[config.mk]
export PLATFORM = sky130hd
export DESIGN_NAME = fetch_seq_ctrl
export DESIGN_NICKNAME = d
export VERILOG_FILES = /design/src/rtl/if_pkg.sv /design/src/rtl/next_pc_sel.sv /design/src/rtl/fetch_seq_ctrl.sv
export SDC_FILE = /design/constraint.sdc
export NUM_CORES = 1
export LEC_CHECK = 0
export ABC_AREA = 1
export CORE_AREA = 3 3 143 145
export DETAILED_ROUTE_END_ITERATION = 6
export DIE_AREA = 0 0 146 148
export GPL_TIMING_DRIVEN = 0
export HOLD_SLACK_MARGIN = 0.03
export PLACE_DENSITY = 0.82
export SLEW_MARGIN = 0
export SYNTH_ARGS = -nofsm -noshare
export SYNTH_HDL_FRONTEND = slang
export SYNTH_SLANG_ARGS = --single-unit
[constraint.sdc]
create_clock -name clk -period 2.4 [get_ports clk]
set_input_delay 0.48 -clock clk [delete_from_list [all_inputs] [get_ports clk]]
set_output_delay 0.48 -clock clk [all_outputs]
set_load 0.02 [all_outputs]
[src/rtl/if_pkg.sv]
// rtl/if_pkg.sv - shared fetch-stage types: FSM states, PC step, resolved-branch record
package if_pkg;

  localparam int INSTR_BYTES   = 4;
  localparam int IF_ADDR_WIDTH = 32;

  typedef enum logic [1:0] {
    S_IDLE,
    S_REQ,
    S_WAIT,
    S_HOLD
  } fetch_state_e;

  // Resolved-branch record as produced by execute.
  typedef struct packed {
    logic [IF_ADDR_WIDTH-1:0] pc;
    logic                     taken;
    logic [IF_ADDR_WIDTH-1:0] target;
    logic                     mispred;
    logic [IF_ADDR_WIDTH-1:0] next_pc;
  } branch_res_t;

endpackage

[src/rtl/next_pc_sel.sv]
// rtl/next_pc_sel.sv - picks the next fetch PC from BTB/predictor lookup results
module next_pc_sel
  import if_pkg::*;
#(
  parameter int ADDR_WIDTH = 32,
  parameter int STEP       = INSTR_BYTES
) (
  input  logic [ADDR_WIDTH-1:0] pc,
  input  logic                  btb_hit,
  input  logic [ADDR_WIDTH-1:0] btb_target,
  input  logic                  bp_hit,
  input  logic                  bp_pred,
  output logic [ADDR_WIDTH-1:0] next_pc,
  output logic                  pred_taken
);

  // A taken prediction needs both structures to agree; sequential path wraps.
  assign pred_taken = btb_hit & bp_hit & bp_pred;
  assign next_pc    = pred_taken ? btb_target : pc + ADDR_WIDTH'(STEP);

endmodule

[src/rtl/fetch_seq_ctrl.sv]
// rtl/fetch_seq_ctrl.sv - IF-stage sequencer: owns PC, one-outstanding imem fetch, redirects
module fetch_seq_ctrl
  import if_pkg::*;
#(
  parameter int                    ADDR_WIDTH  = 32,
  parameter int                    INSTR_WIDTH = 32,
  parameter logic [ADDR_WIDTH-1:0] RESET_PC    = '0,
  parameter int                    INSTR_BYTES = if_pkg::INSTR_BYTES
) (
  input  logic                   clk,
  input  logic                   rst,
  output logic                   imem_req_o,
  output logic [ADDR_WIDTH-1:0]  imem_addr_o,
  input  logic                   imem_gnt_i,
  input  logic                   imem_rvalid_i,
  input  logic [INSTR_WIDTH-1:0] imem_rdata_i,
  output logic [ADDR_WIDTH-1:0]  lkp_pc_o,
  input  logic                   btb_hit_i,
  input  logic [ADDR_WIDTH-1:0]  btb_target_i,
  input  logic                   bp_hit_i,
  input  logic                   bp_pred_i,
  input  logic                   stall_i,
  output logic                   instr_valid_o,
  output logic [INSTR_WIDTH-1:0] instr_o,
  output logic [ADDR_WIDTH-1:0]  instr_pc_o,
  output logic                   pred_taken_o,
  input  logic                   res_valid_i,
  input  logic [ADDR_WIDTH-1:0]  res_pc_i,
  input  logic                   res_taken_i,
  input  logic [ADDR_WIDTH-1:0]  res_target_i,
  input  logic                   res_mispred_i,
  input  logic [ADDR_WIDTH-1:0]  res_next_pc_i,
  output logic                   upd_en_o,
  output logic [ADDR_WIDTH-1:0]  upd_pc_o,
  output logic                   upd_taken_o,
  output logic [ADDR_WIDTH-1:0]  upd_target_o,
  output logic                   btb_upd_en_o
);

  fetch_state_e          state_q, state_d;
  logic [ADDR_WIDTH-1:0] pc_q, pc_d;
  logic [ADDR_WIDTH-1:0] fetch_pc_q, fetch_pc_d;
  logic                  fetch_pred_q, fetch_pred_d;
  logic                  squash_q, squash_d;
  logic [ADDR_WIDTH-1:0] next_pc;
  logic                  pred_taken;
  logic                  redirect;
  logic                  land;

  assign redirect    = res_valid_i & res_mispred_i;
  assign imem_addr_o = pc_q;
  assign lkp_pc_o    = pc_q;

  next_pc_sel #(
    .ADDR_WIDTH (ADDR_WIDTH),
    .STEP       (INSTR_BYTES)
  ) u_next_pc_sel (
    .pc         (pc_q),
    .btb_hit    (btb_hit_i),
    .btb_target (btb_target_i),
    .bp_hit     (bp_hit_i),
    .bp_pred    (bp_pred_i),
    .next_pc    (next_pc),
    .pred_taken (pred_taken)
  );

  always_comb begin
    state_d      = state_q;
    pc_d         = pc_q;
    fetch_pc_d   = fetch_pc_q;
    fetch_pred_d = fetch_pred_q;
    squash_d     = squash_q;
    land         = 1'b0;
    imem_req_o   = 1'b0;
    unique case (state_q)
      S_IDLE: state_d = S_REQ;
      S_REQ: begin
        imem_req_o = 1'b1;
        if (imem_gnt_i) begin
          state_d      = S_WAIT;
          fetch_pc_d   = pc_q;
          fetch_pred_d = pred_taken;
          pc_d         = next_pc;
          squash_d     = redirect;
        end else if (redirect) begin
          // Ungranted request is withdrawn for a cycle before re-requesting.
          state_d = S_IDLE;
        end
      end
      S_WAIT: begin
        if (imem_rvalid_i) begin
          squash_d = 1'b0;
          state_d  = S_REQ;
          if (!squash_q && !redirect) begin
            land = 1'b1;
            if (stall_i) state_d = S_HOLD;
          end
        end else if (redirect) begin
          squash_d = 1'b1;
        end
      end
      S_HOLD: if (!stall_i || redirect) state_d = S_REQ;
      default: state_d = S_IDLE;
    endcase
    if (redirect) pc_d = res_next_pc_i;
  end

  always_ff @(posedge clk) begin
    if (rst) begin
      state_q       <= S_IDLE;
      pc_q          <= RESET_PC;
      fetch_pc_q    <= RESET_PC;
      fetch_pred_q  <= 1'b0;
      squash_q      <= 1'b0;
      instr_valid_o <= 1'b0;
      instr_o       <= '0;
      instr_pc_o    <= '0;
      pred_taken_o  <= 1'b0;
    end else begin
      state_q      <= state_d;
      pc_q         <= pc_d;
      fetch_pc_q   <= fetch_pc_d;
      fetch_pred_q <= fetch_pred_d;
      squash_q     <= squash_d;
      if (redirect)                          instr_valid_o <= 1'b0;
      else if (land)                         instr_valid_o <= 1'b1;
      else if (instr_valid_o && !stall_i)    instr_valid_o <= 1'b0;
      if (land) begin
        instr_o      <= imem_rdata_i;
        instr_pc_o   <= fetch_pc_q;
        pred_taken_o <= fetch_pred_q;
      end
    end
  end

  // Update path is a plain one-cycle copy of execute's resolution, independent of fetch.
  always_ff @(posedge clk) begin
    if (rst) begin
      upd_en_o     <= 1'b0;
      upd_pc_o     <= '0;
      upd_taken_o  <= 1'b0;
      upd_target_o <= '0;
      btb_upd_en_o <= 1'b0;
    end else begin
      upd_en_o     <= res_valid_i;
      upd_pc_o     <= res_pc_i;
      upd_taken_o  <= res_taken_i;
      upd_target_o <= res_target_i;
      btb_upd_en_o <= res_valid_i & res_taken_i;
    end
  end

endmodule

* Yosys cells after proc, flatten, opt, wreduce, memory -nomap -nowiden *
Index checks and enable logic that the tools add are counted.

word-level totals
  register bits after elaboration = 201
  word-level logic and storage cells = 64
  memories = 0
  memory bits (writable) = 0
  input bits = 171
  memory bits (read-only) = 0
  latch bits = 0

cells by class
  $mul = 0
  equal/unequal tests = 8
  bitwise logic cells = 4
  div/mod/pow operators = 0
  shift-type cells = 0
  $lt $le $gt $ge = 0
  multiplexer cells = 21
  reductions and logical operators = 16
  add/subtract/negate cells = 1

operator list
  cell                                                 number
  2-to-1 mux 32 bit                                    4
  adder 32 x 3 -> 32 bit, second input constant        1
  2-to-1 mux 2 bit                                     6
  2-to-1 mux 1 bit                                     9
  case mux 2 bit (4 select lines)                      1
  nonzero test 2 bit                                   4
  inequality test 2 bit, second input constant         3
  inequality test 3 bit, second input constant         2
  AND reduction 3 bit                                  2
  AND 1 bit                                            4
  equality test 2 bit, second input constant           2
  AND reduction 2 bit                                  2
  zero test 1 bit                                      3
  equality test 2 x 1 -> 1 bit, second input constant  1
  logical AND 1 bit                                    2
  zero test 2 bit                                      1
  case mux 1 bit (2 select lines)                      1
  OR reduction 2 bit                                   1
  logical OR 1 bit                                     1

* Depth between registers and ports, before layout *
Gate-level depths: netlist of run 1.

  depth after elaboration = 7
  mapped depth = 10
  mapped depth without buffers = 10

* Modules after synthesis *
Synthesis of run 1 repeated with hierarchy kept, for this count alone.

unflattened totals
  cells, all modules = 1153
  area total of the unflattened synthesis = 8600.7 um2

modules (own cells, without submodules)
  module          cells an instance  instances  seq. area each (um2)  area each (um2)
  fetch_seq_ctrl  884                1          4023.9                7293.2
  next_pc_sel     269                1          0.0                   1307.5

* Worst setup path after synthesis of run 1 *
No wires, ideal clock.

  kind = reg2reg
  start = reg pc_q[3], in the netlist imem_addr_o[3]
  end = reg pc_q[20], in the netlist imem_addr_o[20]
  cell stages (with the launch flop) = 9
  arrival time = 1.507 ns
  slack = 0.766 ns
  clock period less this slack = 1.634 ns
  cell sequence = dfxtp_1 -> ha_1 -> nand2_1 -> nor2_4 -> nand3_1 -> o21ai_1 -> nand3_1 -> a21oi_1 -> nor2_1

on the way
  cells in the longest elaborated chain, start to end = 5

ends and longest elaborated chain
  element                 RTL line               RTL
  start, declared         fetch_seq_ctrl.sv:41   logic [ADDR_WIDTH-1:0] pc_q, pc_d;
  start signal, assigned  fetch_seq_ctrl.sv:121  pc_q <= pc_d;
  adder 32 x 3 -> 32 bit  next_pc_sel.sv:19      assign next_pc = pred_taken ? btb_target : pc + ADDR_WIDTH'(STEP);
  2-to-1 mux 32 bit       next_pc_sel.sv:19
  2-to-1 mux 32 bit       fetch_seq_ctrl.sv:79   if (imem_gnt_i) begin
  2-to-1 mux 32 bit       fetch_seq_ctrl.sv:75   unique case (state_q)
  2-to-1 mux 32 bit       fetch_seq_ctrl.sv:105  if (redirect) pc_d = res_next_pc_i;

Every way passes these cells. The select of a mux whose other input is x is not followed.
A chain may end at the register's enable or synchronous reset.

* Final worst setup path of run 1 *
  start = reg state_q[0]
  end = out imem_req_o

on the way
  cells in the longest elaborated chain, start to end = 2

ends and longest elaborated chain
  element                       RTL line               RTL
  start, declared               fetch_seq_ctrl.sv:40   fetch_state_e state_q, state_d;
  start signal, assigned        fetch_seq_ctrl.sv:120  state_q <= state_d;
  equality test 2 x 1 -> 1 bit  fetch_seq_ctrl.sv:75
  2-to-1 mux 1 bit              fetch_seq_ctrl.sv:75
  end, declared                 fetch_seq_ctrl.sv:12   output logic imem_req_o,

Every way passes these cells.

==> impl_metrics.ini, run 1 <==
[outcome]
status = finished clean

[logic_synthesis]
synth_top_cell_area_share = 0.481
syn_inst = 1142
synthMostInstantiatedCell = sky130_fd_sc_hd__dfxtp_1
yosys-top-cells-area = sky130_fd_sc_hd__dfxtp_1 48%, sky130_fd_sc_hd__inv_1 8.4%, sky130_fd_sc_hd__o21ai_0 7.7%
yosys.area.top_type = sky130_fd_sc_hd__dfxtp_1
synth_nets = 1317
synthDistinctLibCells = 28
mappedNetlistArea_mm2 = 0.00837
top_reg_cell_synth = sky130_fd_sc_hd__dfxtp_1
synth_seq_area_share = 0.481
syn_area_per_cell_um2 = 7.33
ys_ff_latch = 201
synth.top_cells.by_count = 201 x sky130_fd_sc_hd__dfxtp_1, 187 x sky130_fd_sc_hd__inv_1, 158 x sky130_fd_sc_hd__nor2_1, 136 x sky130_fd_sc_hd__nand2_1, 128 x sky130_fd_sc_hd__o21ai_0
synth-edff-count = 0
yosysWarningCount = 0
fraction_of_registers_with_async_set_or_reset_after_synthesis = 0

[setup_path]
worst_r2r_endpoint = instr_o[17]
r2r-start = state_q[0]
worst_ep_required_time_ns = 1.92
arrival_ns = 1.83
worstSetupEndpointType = output pin
ff2ff_setup_slack_ns = 0.40
cp-start-kind = flip-flop
critPathKind = reg -> out
timing.critical_path.fanout_max = 5
reg2regPathDepth = 8

[sta]
slew_viol_final = 0
worst_pin_slew_ns = 0.678
total_neg_setup_slack_ns = 0
rsz0062_at_grt = false
layout_min_cycle_time_ns = 2.31
report.final.hold_viol_count = 0
setup_viol = 0
timing.max_slew.rel_slack = 0.548
timing.clock.skew_ns = 0.00700
fmaxAchievable_mhz = 433
final_min_period_over_clock_period = 0.961

[drt]
ant_nets = 0
initial_drt_pass_iterations = 5
drt_wl_total_um = 31000
detailed_route_drc_error_count = 0
drt_iter0_markers = 504
wl_per_cell_um = 17.1
vias = 8792
drt-vias-per-instance = 4.85

[hold_path]
min_delay_path_depth = 3
hold-path-endpoint = imem_addr_o[28]
hold_path_startpoint = rst
worstHoldPathType = in -> reg

[cts]
numCtsBuffers = 22
clk_pin_slew_worst_paths_ns = 0.06
cts-htree-levels = 1
post_cts_resized = 0
clockBufferDepth = 3
post_cts_hold_buffer_count = 0
worstSkewPairLatency_ns = 0.51
tritoncts = done
post-cts-setup-buffers = 0
cts.sink_count = 201
cts_root_buf = sky130_fd_sc_hd__clkbuf_16

[grt]
pin_count_of_the_biggest_net_entering_global_routing = 15
grt_util_all_layers = 0.274
groute.layer.met3.usage = 0.0659
via_count_of_the_first_global_routing_pass = 8652
groute.layer.met2.usage = 0.487
grt_first_pass_wirelength_um = 46900
grt.busiest_layer = met2
grtUsageMet1 = 0.326
antenna_found_initial = 2
grt-ovfl-total = 0

[die]
die-area_mm2 = 0.0216
chipWidth_um = 146
core.rowCount = 51
io_pins = 369
die-height_um = 148
start_util = 0.433
design.core.area_mm2 = 0.0193

[placed_design]
hpwlAfterDp_um = 24700
io_buffer_count = 367
placed_cell_area_mm2 = 0.0124
routabilityCongestion = 0.940

[cells_and_area]
nets = 1708
area.growth.synth_to_final_pct = 56.7
layout.cell_area.non_filler_mm2 = 0.0131
drive_above_1_share = 0.0847

[power_and_ir_drop]
pwr_density_cell_mw_per_mm2 = 665
peak_supply_drop_mv = 0.548
power.leakage_nw = 5.32

[job]
timing.max_cap.violations = 0
[logic make-up (layout without fill, tap and decap cells)]
kind of cell / Yosys count / in the layout / share of synthesized area
adder cells (fa/ha/maj): 4 / 4 / 0.00598
other: 0 / 2 / 0
AO/OA/AOI/OAI: 275 / 275 / 0.169
buffers and inverters: 283 / 687 / 0.146
XOR/XNOR: 3 / 3 / 0.00314
flip-flops: 201 / 201 / 0.481
AND/OR/NAND/NOR: 376 / 376 / 0.195
[critical path, stage by stage, from the launching register on]
cell	delay, ns
sky130_fd_sc_hd__dfxtp_1	0.39
sky130_fd_sc_hd__ha_1	0.27
sky130_fd_sc_hd__clkdlybuf4s50_1	0.67
[report_power, final]
part | total, W | switching (W) | internal [W]
Sequential | 0.00370 | 0.000146 | 0.00355
Clock | 0.00343 | 0.00137 | 0.00206
Combinational | 0.00160 | 0.000828 | 0.000774
[cell type report]
class                   instances  area [um2]
diodes                          2        5.00
plain buffers                  90         502
clock buffers                  29         627
clock inverters                 8         109
fillers                      1616        6220
inverters                     193         724
multi-input cells             658        3120
flip-flops and latches        201        4020
well taps                     265         332
repair buffers                367        3670
[metrics by stage]
stage | instances | hold slack [ns] | utilization | worst slack, ns | power, W
2_1_floorplan | 1142 | 0.444 | - | 0.766 | 0.00449
3_3_place_gp | 1774 | 0.432 | 0.640 | 0.127 | 0.00533
3_5_place_dp | 1774 | 0.436 | 0.640 | 0.0846 | 0.00537
4_1_cts | 1811 | 0.396 | 0.678 | 0.101 | 0.00878
5_1_grt | 1813 | 0.424 | 0.679 | 0.0581 | 0.00905
6_report | 1813 | 0.416 | 0.679 | 0.0926 | 0.00873
[worst max path at each step]
stage               startpoint         endpoint  slack (ns)  cells past startpoint
2_1_floorplan   imem_addr_o[3]  imem_addr_o[20]        0.77                      8
5_1_grt        imem_addr_o[10]     lkp_pc_o[10]        0.06                      2
3_5_place_dp       res_valid_i      instr_o[17]        0.08                      6
3_3_place_gp       res_valid_i      instr_o[14]        0.13                      6
6_report            state_q[0]       imem_req_o        0.09                      2
4_1_cts             state_q[0]       imem_req_o        0.10                      2
[cell usage in the layout (no fill, tap or decap), types with 2 or more instances in the layout]
master,n
sky130_fd_sc_hd__clkdlybuf4s50_1,367
sky130_fd_sc_hd__dfxtp_1,201
sky130_fd_sc_hd__inv_1,187
sky130_fd_sc_hd__nor2_1,158
sky130_fd_sc_hd__nand2_1,136
sky130_fd_sc_hd__o21ai_0,128
sky130_fd_sc_hd__a21oi_1,122
sky130_fd_sc_hd__nand3_1,47
sky130_fd_sc_hd__buf_4,36
sky130_fd_sc_hd__clkbuf_1,33
sky130_fd_sc_hd__clkbuf_16,22
sky130_fd_sc_hd__buf_2,21
sky130_fd_sc_hd__nor2_2,10
sky130_fd_sc_hd__o211ai_1,9
sky130_fd_sc_hd__nor2_4,8
sky130_fd_sc_hd__nand2_2,7
sky130_fd_sc_hd__a31oi_1,7
sky130_fd_sc_hd__inv_2,6
sky130_fd_sc_hd__o21ai_1,6
sky130_fd_sc_hd__clkbuf_8,5
sky130_fd_sc_hd__nand2_4,4
sky130_fd_sc_hd__nand4_1,4
sky130_fd_sc_hd__ha_1,4
sky130_fd_sc_hd__clkinv_2,3
sky130_fd_sc_hd__diode_2,2
sky130_fd_sc_hd__clkbuf_2,2
sky130_fd_sc_hd__xor2_1,2
sky130_fd_sc_hd__bufinv_16,2
[per-layer routing]
layer	share of wire	vias up
met5	0.00052	-
met4	0.036	2
met3	0.088	73
met2	0.49	392
met1	0.39	4011
li1	-	4314
[state kept, by name (all words and copies together) (netlist names), 2 cells and up]
signal,flops
fetch_pc_q,32
imem_addr_o,32
instr_o,32
instr_pc_o,32
state_q,2
upd_pc_o,32
upd_target_o,32
No activity file was read; power rests on OpenSTA's default activity.
==> run 2, diff against run 1 <==
--- a/config.mk
+++ b/config.mk
@@ -6,12 +6,13 @@
 export NUM_CORES = 1
 export LEC_CHECK = 0
 export ABC_AREA = 1
-export CORE_AREA = 3 3 143 145
+export CORE_AREA = 3 3 142 144
+export CTS_BUF_LIST = sky130_fd_sc_hd__clkbuf_4
 export DETAILED_ROUTE_END_ITERATION = 6
-export DIE_AREA = 0 0 146 148
+export DIE_AREA = 0 0 145 147
 export GPL_TIMING_DRIVEN = 0
 export HOLD_SLACK_MARGIN = 0.03
-export PLACE_DENSITY = 0.82
+export PLACE_DENSITY_LB_ADDON = 0.1
 export SLEW_MARGIN = 0
 export SYNTH_ARGS = -nofsm -noshare
 export SYNTH_HDL_FRONTEND = slang
==> constraint.sdc (replaced) <==
create_clock -name clk -period 2.4 [get_ports clk]
set_input_delay 0.48 -clock clk [delete_from_list [all_inputs] [get_ports clk]]
set_output_delay 0.48 -clock clk [all_outputs]
set_load 0.05 [all_outputs]
==> impl_metrics.ini, run 2 (synthesis gave the netlist of run 1 again) <==
[outcome]
status = finished clean

[sta]
report.final.hold_viol_count = 0
slew_viol_final = 0
worst_pin_slew_ns = 0.659
total_neg_setup_slack_ns = 0
layout_setup_ws_ns = 0.0575
timing.max_slew.rel_slack = 0.561
final_min_period_over_clock_period = 0.976
rsz0062_at_grt = false
timing.clock.skew_ns = 0.0431
fmaxAchievable_mhz = 427
layout_min_cycle_time_ns = 2.34
setup_viol = 0

[drt]
wl_per_cell_um = 15.9
drt_wl_total_um = 29600
drt-vias-per-instance = 4.69
met1_length_um = 12000
detailed_route_drc_error_count = 0
detailroute.wirelength.met2_um = 14400
ant_nets = 0
vias = 8753
amount_of_wire_on_met3_after_detailed_routing_um = 2550
drt_iter0_markers = 553
top_layer = met4
initial_drt_pass_iterations = 5

[cts]
clockBufferDepth = 3
post_cts_resized = 67
cts-htree-levels = 2
post-cts-setup-buffers = 0
numCtsBuffers = 54
post_cts_hold_buffer_count = 0
cts.sink_count = 201
clk_pin_slew_worst_paths_ns = 0.07
worstSkewPairLatency_ns = 0.68
tritoncts = done
cts_root_buf = sky130_fd_sc_hd__clkbuf_4

[setup_path]
worst_r2r_endpoint = instr_o[22]
r2r-start = state_q[0]
worst_ep_required_time_ns = 1.92
timing.critical_path.fanout_max = 6
ff2ff_setup_slack_ns = 0.49
worstSetupEndpointType = output pin
arrival_ns = 1.86
cp-start-kind = flip-flop
critPathKind = reg -> out
reg2regPathDepth = 8

[cells_and_area]
nets = 1740
area.growth.synth_to_final_pct = 54.7
drive_above_1_share = 0.112
layout_commonest_cell = sky130_fd_sc_hd__clkdlybuf4s50_1
layout.filler_cells = 1704
mostFrequentLayoutCells = 302 x sky130_fd_sc_hd__clkdlybuf4s50_1, 201 x sky130_fd_sc_hd__dfxtp_1, 187 x sky130_fd_sc_hd__inv_1

[power_and_ir_drop]
switching_share_of_power = 0.325
peak_supply_drop_mv = 0.433
pwr-share-comb = 0.227
power.leakage_nw = 5.60
seq_power_share = 0.433
power.internal_w = 0.00576
clock_share_of_power = 0.340
pwr_density_cell_mw_per_mm2 = 659
p_sw_w = 0.00278

[die]
start_util = 0.445
die-height_um = 147
io_pins = 369
chipWidth_um = 145
core.rowCount = 50
design.core.area_mm2 = 0.0188
die-area_mm2 = 0.0213

[hold_path]
min_delay_path_depth = 3
hold-path-endpoint = imem_addr_o[30]
hold_path_startpoint = rst
worstHoldPathType = in -> reg

[grt]
grt_util_all_layers = 0.267
via_count_of_the_first_global_routing_pass = 8556
grt_first_pass_wirelength_um = 45800
grt-ovfl-total = 0
antenna_found_initial = 2
pin_count_of_the_biggest_net_entering_global_routing = 15

[placed_design]
io_buffer_count = 367
routabilityCongestion = 0.983
hpwlAfterDp_um = 23100
detailedPlace.worstSlack_ns = 0.0804

[job]
timing.max_cap.violations = 0
[run 2: worst max path at each step]
stage | start | endpoint | cells past startpoint
finish | imem_addr_o[11] | lkp_pc_o[11] | 2
global route | imem_addr_o[9] | lkp_pc_o[9] | 2
CTS | upd_target_o[3] | upd_target_o[3] | 1
detailed placement | res_valid_i | instr_o[21] | 6
global placement | res_valid_i | instr_o[17] | 6
floorplan | imem_addr_o[3] | imem_addr_o[20] | 8
[run 2: per-layer routing]
layer,up-vias,global-route usage
met5,-,0
met4,0,0.0789
met3,50,0.0805
met2,377,0.467
met1,3898,0.318
li1,4428,-
[run 2: critical path, stage by stage, from the launching register on]
cell                              delay (ns)
sky130_fd_sc_hd__dfxtp_1                0.52
sky130_fd_sc_hd__buf_4                  0.17
sky130_fd_sc_hd__clkdlybuf4s15_1        0.49
[run 2: power groups by stage]
stage | sequential, W | clock [W] | combinational (W)
2_1_floorplan | 0.00424 | 0 | 0.000670
3_3_place_gp | 0.00376 | 0 | 0.00197
3_5_place_dp | 0.00377 | 0 | 0.00198
4_1_cts | 0.00369 | 0.00298 | 0.00195
5_1_grt | 0.00372 | 0.00315 | 0.00206
6_report | 0.00370 | 0.00291 | 0.00194
[run 2: layout make-up]
type | instances | area [um2] | area share
multi-input cells | 658 | 3120 | 0.241
clock buffers | 78 | 586 | 0.0452
diodes | 2 | 5.00 | 0.000386
well taps | 260 | 325 | 0.0251
repair buffers | 367 | 3590 | 0.277
plain buffers | 90 | 502 | 0.0387
inverters | 193 | 724 | 0.0559
clock inverters | 18 | 72.6 | 0.00560
flip-flops and latches | 201 | 4020 | 0.311
[run 2: stage by stage]
stage	std cells	hold slack (ns)	utilization	total power [W]	cell area, um2
final	1867	0.217	0.688	0.00854	13000
after global routing	1867	0.212	0.688	0.00893	13000
after CTS	1865	0.183	0.688	0.00862	13000
after detailed placement	1769	0.435	0.657	0.00575	12400
after global placement	1769	0.431	0.657	0.00573	12400
after floorplan	1142	0.444	-	0.00491	8370
